File: src/rtl/dual_modulus_divider_pkg.sv
// pll_pkg: shared FSM state, minimum divide ratio and ratio-width helper for the fractional-N divider
package pll_pkg;
  typedef enum logic {IDLE, RUN} state_t;
  localparam int MIN_RATIO = 2;
  function automatic int ratio_w(input int w);
    return w + 1;
  endfunction
endpackage

File: src/rtl/dual_modulus_divider_if.sv
// dual_modulus_divider_if: divider bus; inputs enable/n_int/sd_bit, outputs div_out/div_tick/ratio/ones_count/win_done
interface dual_modulus_divider_if import pll_pkg::*; #(parameter int W = 8, parameter int WIN_LOG2 = 8);
  logic enable;
  logic [W-1:0] n_int;
  logic sd_bit;
  logic div_out;
  logic div_tick;
  logic [ratio_w(W)-1:0] ratio;
  logic [WIN_LOG2:0] ones_count;
  logic win_done;
  modport master (output enable, n_int, sd_bit, input div_out, div_tick, ratio, ones_count, win_done);
  modport slave (input enable, n_int, sd_bit, output div_out, div_tick, ratio, ones_count, win_done);
endinterface

File: src/rtl/dual_modulus_divider_sd_density_meter.sv
// sd_density_meter: counts N+1 periods over 2^WIN_LOG2 reloads; in CLK/RST/i_reload/i_clr/i_sd_bit, out o_ones_count/o_win_done
module sd_density_meter #(parameter int WIN_LOG2 = 8) (
  input  logic CLK,
  input  logic RST,
  input  logic i_reload,
  input  logic i_clr,
  input  logic i_sd_bit,
  output logic [WIN_LOG2:0] o_ones_count,
  output logic o_win_done
);
  logic [WIN_LOG2-1:0] r_win;
  logic [WIN_LOG2:0] r_acc;
  logic [WIN_LOG2:0] w_sum;
  assign w_sum = r_acc + (WIN_LOG2+1)'(i_sd_bit);
  always_ff @(posedge CLK) begin
    if (RST || i_clr) begin
      r_win <= '0;
      r_acc <= '0;
      o_ones_count <= '0;
      o_win_done <= 1'b0;
    end else begin
      o_win_done <= 1'b0;
      if (i_reload) begin
        if (&r_win) begin
          o_ones_count <= w_sum;
          o_win_done <= 1'b1;
          r_acc <= '0;
          r_win <= '0;
        end else begin
          r_acc <= w_sum;
          r_win <= r_win + WIN_LOG2'(1);
        end
      end
    end
  end
endmodule

File: src/rtl/dual_modulus_divider.sv
// dual_modulus_divider: divides CLK by N or N+1 per period from sd_bit; in CLK/RST/bus.enable/n_int/sd_bit, out bus.div_out/div_tick/ratio/ones_count/win_done
module dual_modulus_divider import pll_pkg::*; #(parameter int W = 8, parameter int WIN_LOG2 = 8) (
  input logic CLK,
  input logic RST,
  dual_modulus_divider_if.slave bus
);
  localparam int RW = ratio_w(W);
  state_t r_state;
  logic [RW-1:0] r_count, r_ratio;
  logic r_div_out, r_div_tick;
  logic [RW-1:0] w_rn_raw, w_rn, w_cm1, w_low;
  logic w_end, w_reload, w_clr;
  assign w_rn_raw = RW'(bus.n_int) + RW'(bus.sd_bit);
  assign w_rn = w_rn_raw < RW'(MIN_RATIO) ? RW'(MIN_RATIO) : w_rn_raw;
  assign w_cm1 = r_count - RW'(1);
  assign w_low = r_ratio - (r_ratio >> 1);
  assign w_end = r_state == IDLE || r_count == '0;
  assign w_reload = w_end && bus.enable;
  assign w_clr = w_end && !bus.enable;
  always_ff @(posedge CLK) begin
    if (RST) begin
      r_state <= IDLE;
      r_count <= '0;
      r_ratio <= '0;
      r_div_out <= 1'b0;
      r_div_tick <= 1'b0;
    end else if (w_reload) begin
      r_state <= RUN;
      r_ratio <= w_rn;
      r_count <= w_rn - RW'(1);
      r_div_out <= 1'b1;
      r_div_tick <= 1'b1;
    end else if (w_clr) begin
      r_state <= IDLE;
      r_count <= '0;
      r_ratio <= '0;
      r_div_out <= 1'b0;
      r_div_tick <= 1'b0;
    end else begin
      r_count <= w_cm1;
      r_div_tick <= 1'b0;
      r_div_out <= w_cm1 >= w_low;
    end
  end
  assign bus.div_out = r_div_out;
  assign bus.div_tick = r_div_tick;
  assign bus.ratio = r_ratio;
  sd_density_meter #(.WIN_LOG2(WIN_LOG2)) u_meter (
    .CLK(CLK),
    .RST(RST),
    .i_reload(w_reload),
    .i_clr(w_clr),
    .i_sd_bit(bus.sd_bit),
    .o_ones_count(bus.ones_count),
    .o_win_done(bus.win_done)
  );
endmodule

File: src/flat_wrapper.sv
// flat-port wrapper written by rule: the top's interface ports become plain ports
module dual_modulus_divider_flat import pll_pkg::*;
#(parameter int W = 8, parameter int WIN_LOG2 = 8)
  (CLK, RST, bus_enable, bus_n_int, bus_sd_bit, bus_div_out, bus_div_tick, bus_ratio, bus_ones_count, bus_win_done);
  dual_modulus_divider_if #(.W(W), .WIN_LOG2(WIN_LOG2)) bus_i ();
  input logic CLK;
  input logic RST;
  input wire logic [$bits(bus_i.enable)-1:0] bus_enable;
  input wire logic [$bits(bus_i.n_int)-1:0] bus_n_int;
  input wire logic [$bits(bus_i.sd_bit)-1:0] bus_sd_bit;
  output wire logic [$bits(bus_i.div_out)-1:0] bus_div_out;
  output wire logic [$bits(bus_i.div_tick)-1:0] bus_div_tick;
  output wire logic [$bits(bus_i.ratio)-1:0] bus_ratio;
  output wire logic [$bits(bus_i.ones_count)-1:0] bus_ones_count;
  output wire logic [$bits(bus_i.win_done)-1:0] bus_win_done;
  assign bus_i.enable = bus_enable;
  assign bus_i.n_int = bus_n_int;
  assign bus_i.sd_bit = bus_sd_bit;
  assign bus_div_out = bus_i.div_out;
  assign bus_div_tick = bus_i.div_tick;
  assign bus_ratio = bus_i.ratio;
  assign bus_ones_count = bus_i.ones_count;
  assign bus_win_done = bus_i.win_done;
  dual_modulus_divider #(.W(W), .WIN_LOG2(WIN_LOG2)) u_core (.CLK(CLK), .RST(RST), .bus(bus_i));
endmodule
File: config.mk
export PLATFORM = sky130hd
export DESIGN_NAME = dual_modulus_divider_flat
export DESIGN_NICKNAME = d
export VERILOG_FILES = /design/src/rtl/dual_modulus_divider_pkg.sv /design/src/rtl/dual_modulus_divider_if.sv /design/src/rtl/dual_modulus_divider_sd_density_meter.sv /design/src/rtl/dual_modulus_divider.sv /design/src/flat_wrapper.sv
export SDC_FILE = /design/constraint.sdc
export NUM_CORES = 1
export LEC_CHECK = 0
export ABC_AREA = 0
export CORE_UTILIZATION = 40
export CTS_CLUSTER_DIAMETER = 80
export DETAILED_ROUTE_END_ITERATION = 10
export GPL_TIMING_DRIVEN = 0
export PLACE_DENSITY = 0.66
export SYNTH_ARGS = -nofsm -noshare
export SYNTH_HDL_FRONTEND = slang
export SYNTH_SLANG_ARGS = --single-unit
File: constraint.sdc
create_clock -name CLK -period 6.8 [get_ports CLK]
set_input_delay 1.7 -clock CLK [delete_from_list [all_inputs] [get_ports CLK]]
set_output_delay 1.7 -clock CLK [all_outputs]
set_load 0.02 [all_outputs]
## Word level (Yosys, flattened, before mapping)

Index checks and enable logic that the tools add are counted.
Widths: inputs -> output; s select.

| storage, ports and cells | value |
|---|---|
| flip-flop bits (word level) | 48 |
| input port bits | 12 |
| output and inout bits | 21 |
| logic and storage cells | 42 |

| cells by class | value |
|---|---|
| add/sub/neg operators | 6 |
| magnitude comparators | 2 |
| mux-type cells | 13 |
| bitwise gates (word level) | 2 |
| reduce and logical (&&, ||, !) cells | 10 |

Operators by type and width:

| kind | number |
|---|---|
| $mux 9 | 6 |
| $sub 9x1->9 const B | 2 |
| $add 8x1->9 | 1 |
| $add 9x1->9 | 1 |
| $ge 9x9->1 | 1 |
| $logic_not 9->1 | 1 |
| $lt 9x2->1 const B | 1 |
| $reduce_and 9->1 | 1 |
| $sub 9x8->9 | 1 |
| $add 8x1->8 const B | 1 |
| $mux 8 | 1 |
| $reduce_and 8->1 | 1 |
| $mux 1 | 6 |
| $logic_and 1x1->1 | 2 |
| $logic_or 1x1->1 | 2 |
| $not 1->1 | 2 |
| $reduce_bool 2->1 | 1 |
| $reduce_or 2->1 | 1 |
| $logic_not 1->1 | 1 |

## Depth between registers and ports, before layout

Gate-level depths: netlist of run 1.

| depth | value |
|---|---|
| depth in word-level cells | 5 |
| gate-level depth with buffers | 14 |
| gate-level depth less buffers | 14 |

## Modules after synthesis

A second synthesis of run 1 with hierarchy kept.

| unflattened totals | value |
|---|---|
| cell total of the unflattened synthesis | 343 |
| area total of the unflattened synthesis | 2,941.6 um^2 |

By module, submodules not included:

| module | times used | cells each | area each (um^2) | sequential area each (um^2) |
|---|---|---|---|---|
| dual_modulus_divider | 1 | 212 | 1,749.2 | 420.4 |
| sd_density_meter | 1 | 131 | 1,192.4 | 540.5 |

## Worst setup path after synthesis of run 1

No wires, ideal clock.

| path | value |
|---|---|
| path type | input to register |
| start point | input bus_n_int[4] |
| end point | register u_core.r_count[8] |
| setup time | 58 ps |
| data arrival time | 3,911 ps |
| data required time | 6,742 ps |
| slack | 2,831 ps |
| stages on the path | 13 |
| buffers on the path | 2 |
| cells stage by stage | clkbuf_1 -> and4_1 -> and4_1 -> clkbuf_1 -> mux2i_1 -> nand4b_1 -> nand2_1 -> ha_1 -> nand2_1 -> nor3_1 -> a31oi_1 -> o41ai_1 -> o21a_1 |

| on the way | value |
|---|---|
| cells in the longest elaborated chain, start to end | 5 |

RTL lines:

| item | line | source |
|---|---|---|
| start, declared | flat_wrapper.sv:9 | `input wire logic [$bits(bus_i.n_int)-1:0] bus_n_int;` |
| $add 8x1->9 * | dual_modulus_divider.sv:13 | `assign w_rn_raw = RW'(bus.n_int) + RW'(bus.sd_bit);` |
| $lt 9x2->1 | dual_modulus_divider.sv:14 | `assign w_rn = w_rn_raw < RW'(MIN_RATIO) ? RW'(MIN_RATIO) : w_rn_raw;` |
| $mux 9 * | dual_modulus_divider.sv:14 |  |
| $sub 9x1->9 * | dual_modulus_divider.sv:30 | `r_count <= w_rn - RW'(1);` |
| $mux 9 * | dual_modulus_divider.sv:27 | `end else if (w_reload) begin` |
| end signal, assigned | dual_modulus_divider.sv:30 |  |
| end signal, assigned | dual_modulus_divider.sv:40 | `r_count <= w_cm1;` |
| end, declared | dual_modulus_divider.sv:9 | `logic [RW-1:0] r_count, r_ratio;` |

Mark *: on every way between the ends. The rest lies on a longest branch, timed or not.
A chain may end at the register's enable or synchronous reset.

## Final worst setup path of run 1

| path | value |
|---|---|
| start point | input bus_sd_bit |
| end point | register u_core.r_count[8] |

| on the way | value |
|---|---|
| cells in the longest elaborated chain, start to end | 5 |

RTL lines:

| item | line | source |
|---|---|---|
| start, declared | flat_wrapper.sv:10 | `input wire logic [$bits(bus_i.sd_bit)-1:0] bus_sd_bit;` |
| $add 8x1->9 * | dual_modulus_divider.sv:13 |  |
| $lt 9x2->1 | dual_modulus_divider.sv:14 |  |
| $mux 9 * | dual_modulus_divider.sv:14 |  |
| $sub 9x1->9 * | dual_modulus_divider.sv:30 |  |
| $mux 9 * | dual_modulus_divider.sv:27 |  |

Marks and branches as above.

==> flow_metrics.tcl, run 1 <==
set metrics [dict create \
    yosysTopAreaCell "dfxtp_1" \
    track_usage_pct 17.9 \
    fin_area_um2 3380 \
    maxCapViolations 0 \
    overflow 0 \
    grt_pass1_wl_mm 10.7 \
    yosysSeqAreaShare_pct 33.2 \
    slew_violations 0 \
    multi_input_area_um2 1810 \
    initial_core_util_pct 41.9 \
    synth_edf_count 0 \
    ctsResizeCount 0 \
    grt_pass1_vias 2361 \
    post_cts_buffers 0 \
    grt_max_degree 14 \
    numCtsBuffers 5 \
    rows 30 \
    synth.distinct_cells 50 \
    routed_via_density 5.31 \
    leakagePower_uw 0.00128 \
    setup-tns-final_ps 0 \
    antenna_found_initial 0 \
    synth-simple-area-share_pct 22.8 \
    port-buffer-count 29 \
    clock_latency_ps 300 \
    clkTransAtPathRegs_ps 80 \
    drive_above_1_share_pct 6.23 \
    ant_nets 0 \
    setup_viol 0 \
    antenna_cells 0 \
    ff2ff_setup_slack_ps 3610 \
    pin_count 33 \
    cts_sinks 48 \
    clock_tree.root_cell "clkbuf_8" \
    ctsLongestPathBuffers 2 \
    hp-class "reg2reg" \
    skew_ps 8.40 \
    cp-end-kind "register" \
    crit_end "u_core.r_count[8]" \
    worst-setup-path-type "in2reg" \
    synth-seq-cells 48 \
    hold_path_depth 2 \
    syn_area_per_cell_um2 8.69 \
    area_growth_pct 16.9 \
    cp-startpoint "bus_sd_bit" \
    cp-start-kind "input pin" \
    synth.area.mux_share_pct 2.07 \
    synth_xor_area_share_pct 10.6 \
    synth_compound_area_share_pct 15.8 \
    ys_top_cells_by_area "dfxtp_1 (33%), ha_1 (10%), xnor2_1 (6.7%)" \
    fin_ws_ps 2060 \
    dp_slack_ps 1850 \
    reg2regPathDepth 13 \
    rsz0062_at_grt "no" \
    firstDrtPassIters 4 \
    tritoncts "done" \
    r2r_end "u_core.bus.div_out" \
    synth_top_cells_by_count "dfxtp_1 (48), nor2_1 (35), nand2_1 (28)" \
    drtIter0Drc 147 \
    fillCellCount 695 \
    vdd_drop_max_mv 0.115 \
    netlist.area_leader.share_pct 33.2 \
    die-area_um2 7580 \
    cp.required_ps 7040 \
    yosys_warnings 0 \
    synthFlopType "dfxtp_1" \
    crit_arrival_ps 4990 \
    finalHoldViolCount 0 \
    period_minus_slack_ps 4740 \
    synth_top_family_by_area "simple AND/OR/NAND/NOR gates" \
    max_stage_delay_ps 560 \
    relSlewSlack_pct 65.9 \
    syn_area_um2 2900 \
    coreArea_um2 6910 \
    cp_max_fo 6 \
    reg2reg_from "u_core.bus.ratio[1]" \
    gp_congestion 0.858 \
    path_cells "clkdlybuf4s50_1 > ha_1 > and4_1 > and4_1 > clkbuf_1 > mux2i_1 > nand4b_1 > nand2_1 > ha_1 > nand2_1 > nor3_1 > a31oi_1 > o41ai_1 > o21a_1" \
    crit_path_top_delay_cell "clkdlybuf4s50_1" \
    finalNetCount 406 \
    place_area_um2 3310 \
    drt_wl_total_mm 6.13 \
    status "finished, final reports clean" \
    syn_inst 333 \
    synthAdderAreaFrac_pct 11.1 \
    hold_buffers 0 \
    fmax_mhz 211 \
    async_reset_ff_share_pct 0 \
    synth_most_common_cell "dfxtp_1" \
    worstMarginPinSlew_ps 510 \
    die_h_um 87.1 \
    syn-num-nets 370 \
    die_w_um 87.1 \
    ctsHtreeMaxLevel 2 \
    power_density_nw_per_um2 222 \
    hpwl_mm 4.74 \
    vias 2468 \
    hp-start "u_core.u_meter.r_win[1]" \
    seqCellArea_um2 961 \
    drc 0 \
    fin_crit_sh_pct 69.8 \
    detail_route.wl_per_cell_um 13.2 \
]
==> kinds of logic (layout without fill, tap and decap cells) <==
group           after synthesis  count (layout)
compound gates               67              67
simple gates                124             124
fa+ha+maj                    25              25
buf+inv                      28              64
xor+xnor                     35              35
mux                           6               6
flops                        48              48
==> layout by cell type (no fill, tap or decap), drive strengths merged, types with 7 or more instances in the layout <==
cell and count:
a21oi 12, inv 17, o22ai 8, nor2 37, a21o 8, ha 24, xor2 13, clkdlybuf4s50 29
nand2 28, o21ai 12, clkbuf 12, and3 10, xnor2 22, dfxtp 48, nand3 14, nand3b 7
==> final cells by class <==
| type | instances | area share, % |
|---|---|---|
| Sequential cell | 48 | 28.4 |
| Inverter | 18 | 2.00 |
| Multi-Input combinational cell | 257 | 53.4 |
| Timing Repair Buffer | 29 | 8.58 |
| Buffer | 10 | 1.81 |
| Tap cell | 96 | 3.55 |
| Clock buffer | 6 | 2.14 |
| Clock inverter | 1 | 0.148 |
==> routing by layer <==
metal | routed length [µm] | track usage, % | vias up
met2 | 2870 | 30.4 | 60
met5 | 0 | 0 | -
met4 | 86 | 5.45 | 0
li1 | - | - | 1261
met1 | 2960 | 23.2 | 1137
met3 | 214 | 3.13 | 10
==> through the flow <==
stage	utilization, %	total power [µW]	hold WS, ps	cells
floorplan	-	524	438	333
global placement	47.9	585	457	458
detailed placement	47.9	592	466	458
CTS	49.0	757	477	465
global route	49.0	812	509	465
finish	49.0	752	473	465
==> power by group <==
| group | leakage (µW) | internal [µW] | total [µW] | switching (µW) |
|---|---|---|---|---|
| Sequential | 0.000390 | 297 | 311 | 13.9 |
| Clock | 0.0000410 | 70.2 | 163 | 93.1 |
| Combinational | 0.000848 | 127 | 278 | 151 |
| Total | 0.00128 | 494 | 752 | 258 |
==> state kept, by name, summed over array words and instances (netlist names), 8 cells and up <==
signal,flops
u_core.u_meter.o_ones_count,9
u_core.u_meter.r_win,8
u_core.r_count,9
u_core.bus.ratio,9
u_core.u_meter.r_acc,9
==> worst min-delay path by stage <==
stage	end	slack, ps
6_report	u_core.u_meter.r_win[1]	470
3_3_place_gp	u_core.u_meter.r_win[1]	460
4_1_cts	u_core.u_meter.r_win[1]	480
5_1_grt	u_core.u_meter.r_win[1]	510
2_1_floorplan	u_core.u_meter.r_win[1]	440
3_5_place_dp	u_core.u_meter.r_win[1]	470
==> critical path, delay by kind of cell <==
family	cells	cell delay, ps
multiplexers	1	330
AND/OR/NAND/NOR	6	1060
AO/OA/AOI/OAI	3	560
buffers and inverters	2	760
adder cells (fa/ha/maj)	2	550
(Power assumes the default switching activity.)
==> run 2: changes to the inputs <==
==> constraint.sdc (replaced) <==
create_clock -name CLK -period 4.5 [get_ports CLK]
set_input_delay 1.125 -clock CLK [delete_from_list [all_inputs] [get_ports CLK]]
set_output_delay 1.125 -clock CLK [all_outputs]
set_load 0.02 [all_outputs]
==> results of run 2 <==
Same layout as run 1 (identical final DEF). Status: finished, final reports clean.
Main changes from that run: setup slack after placement 1850 ps -> 121 ps; setup slack after layout 2060 ps -> 332 ps; register-to-register setup slack 3610 ps -> 1310 ps; total power 752 µW -> 1140 µW; worst IR drop on VDD 0.115 mV -> 0.173 mV
==> run 3: changes to the inputs <==
--- a/config.mk
+++ b/config.mk
@@ -5,12 +5,15 @@
 export SDC_FILE = /design/constraint.sdc
 export NUM_CORES = 1
 export LEC_CHECK = 0
-export ABC_AREA = 0
+export ABC_AREA = 1
+export CAP_MARGIN = 20
+export CELL_PAD_IN_SITES_DETAIL_PLACEMENT = 1
+export CELL_PAD_IN_SITES_GLOBAL_PLACEMENT = 1
 export CORE_UTILIZATION = 40
 export CTS_CLUSTER_DIAMETER = 80
 export DETAILED_ROUTE_END_ITERATION = 10
 export GPL_TIMING_DRIVEN = 0
-export PLACE_DENSITY = 0.66
+export PLACE_DENSITY = 0.84
 export SYNTH_ARGS = -nofsm -noshare
 export SYNTH_HDL_FRONTEND = slang
 export SYNTH_SLANG_ARGS = --single-unit
==> flow_metrics.tcl, run 3 <==
set metrics [dict create \
    status "finished, final reports clean" \
    ys_top_cells_by_area "dfxtp_1 (32%), nand2_1 (14%), ha_1 (9.9%)" \
    async_reset_ff_share_pct 0 \
    grt_pass1_vias 3001 \
    numCtsBuffers 5 \
    maxCapViolations 0 \
    cts_sinks 48 \
    cp_max_fo 7 \
    switching_share_pct 36.5 \
    antenna_found_initial 0 \
    netlist.area_leader.share_pct 31.7 \
    drc 0 \
    fillCellCount 994 \
    pin_count 33 \
    syn_area_per_cell_um2 7.02 \
    relSlewSlack_pct 65.7 \
    ctsLongestPathBuffers 2 \
    ctsHtreeMaxLevel 2 \
    fin_crit_sh_pct 87.9 \
    ant_nets 0 \
    port-buffer-count 32 \
    synth_top_cells_by_count "nand2_1 (115), dfxtp_1 (48), inv_1 (48)" \
    die-area_um2 7920 \
    cp.required_ps 4730 \
    vias 2940 \
    die_w_um 89.0 \
    power_density_nw_per_um2 382 \
    post_cts_buffers 0 \
    track_usage_pct 22.7 \
    syn_inst 431 \
    overflow 0 \
    initial_core_util_pct 41.5 \
    multi_input_area_um2 1810 \
    drtIter0Drc 82 \
    final_core_util_pct 49.5 \
    place_area_um2 3470 \
    ctsResizeCount 0 \
    yosys_warnings 0 \
    vdd_drop_max_mv 0.169 \
    dp_slack_ps 204 \
    routed_via_density 5.16 \
    coreArea_um2 7290 \
    tritoncts "done" \
    firstDrtPassIters 4 \
    drive_above_1_share_pct 8.07 \
    fin_cells 570 \
    p_switching_uw 503 \
    dp.cells 562 \
    synthFlopType "dfxtp_1" \
    clock_tree.root_cell "clkbuf_8" \
    rsz0062_at_grt "no" \
    syn_area_um2 3030 \
    hpwl_mm 6.39 \
    detail_route.wl_per_cell_um 14.7 \
    final_common_cell "nand2_1" \
    p_int_uw 874 \
    rows 31 \
    power_frac_seq_pct 34.0 \
    clock_latency_ps 310 \
    finalNetCount 507 \
    finalHoldViolCount 0 \
    grt_pass1_wl_mm 14.0 \
    cp-start-kind "input pin" \
    hp-class "reg2reg" \
    synth-seq-cells 48 \
    clock_power_share_pct 28.2 \
    crit_arrival_ps 4190 \
    yosysTopAreaCell "dfxtp_1" \
    gp_congestion 0.828 \
    syn-num-nets 468 \
    skew_ps 9.77 \
    slew_violations 0 \
    leakagePower_uw 0.00150 \
    fmax_mhz 253 \
    antenna_cells 0 \
    die_h_um 89.0 \
    clkTransAtPathRegs_ps 100 \
    p_comb_share_pct 37.7 \
    drt_wl_total_mm 8.38 \
    worstMarginPinSlew_ps 515 \
    setup-tns-final_ps 0 \
    grt_max_degree 17 \
    synth.distinct_cells 37 \
    cp-end-kind "register" \
    yosysSeqAreaShare_pct 31.7 \
    hold_buffers 0 \
    setup_viol 0 \
    synth_edf_count 0 \
    fin_area_um2 3610 \
    worst-setup-path-type "in2reg" \
    fin_ws_ps 544 \
    seqCellArea_um2 961 \
    synth_most_common_cell "nand2_1" \
    final_cell_mix "nand2_1 (115), inv_1 (48), dfxtp_1 (48)" \
    period_minus_slack_ps 3960 \
    area_growth_pct 19.2 \
]
run 3: changes by cell type in the layout (fill, tap and decap cells not counted), sizes merged, moves of 5 or more:
cell and change:
mux2i -6, a21o -7, a21oi +23, and3 -10, a211oi -5, nand3 +22
xnor2 -12, nand3b -7, inv +37, nand2 +92
run 3: final cells by class:
type / count / share of cell area (%)
multi-input cells: 321 / 50.3
flip-flops and latches: 48 / 26.6
repair buffers: 32 / 8.88
inverters: 54 / 5.65
well taps: 99 / 3.43
clock buffers: 5 / 1.91
clock inverters: 3 / 1.91
plain buffers: 8 / 1.32
run 3: worst max-delay path, cell delays in order:
cell and delay [ps]:
clkdlybuf4s50_1 520, ha_1 310, ha_1 290, nand2_2 90, nor2_2 170, nand2_1 100, nand2_1 70, nand2_1 70
nor2_1 130, nand3_2 140, nand2_1 170, ha_1 190, inv_1 70, nor3_2 250, nand3_1 170, nor2_1 160
nand3_1 90, o211ai_1 80
run 3: per-stage QoR:
step                      power [µW]  hold slack (ps)
after detailed placement         986              459
after global routing            1460              489
after floorplan                  843              443
after global placement           956              451
after CTS                       1380              473
final                           1380              470
run 3: worst paths after layout:
check                                  from                        endpoint  slack (ps)  cells after the start
max                              bus_sd_bit               u_core.r_count[8]         540                     18
min          u_core.u_meter.o_ones_count[6]  u_core.u_meter.o_ones_count[6]         470                      2
max reg2reg             u_core.bus.ratio[1]              u_core.bus.div_out        1390                     16
min reg2reg  u_core.u_meter.o_ones_count[6]  u_core.u_meter.o_ones_count[6]         470                      2
run 3: cell families (layout without fill, tap and decap cells):
logic type | count (synthesis) | count (layout) | share of synthesized area (%)
AOI/OAI and AO/OA | 66 | 66 | 12.7
xor gates and xnor gates | 21 | 21 | 6.08
adders and majority gates | 25 | 25 | 10.6
buffers and inverters | 62 | 102 | 8.31
DFF | 48 | 48 | 31.7
and+or+nand+nor | 209 | 209 | 30.6
run 3: power groups by stage:
| stage | combinational (µW) | clock [µW] | sequential (µW) |
|---|---|---|---|
| after floorplan | 359 | 0 | 484 |
| after global placement | 479 | 0 | 476 |
| after detailed placement | 509 | 0 | 477 |
| after CTS | 518 | 390 | 469 |
| after global routing | 580 | 408 | 472 |
| final | 520 | 389 | 469 |
run 3: routing by layer:
| metal | vias up | wire length, µm | GRT usage, % | share of wire [%] |
|---|---|---|---|---|
| li1 | 1488 | - | - | - |
| met1 | 1417 | 3930 | 28.0 | 47 |
| met2 | 30 | 4250 | 42.3 | 51 |
| met3 | 5 | 133 | 2.59 | 1.6 |
| met4 | 0 | 67 | 5.34 | 0.80 |
| met5 | - | 0 | 0 | 0 |
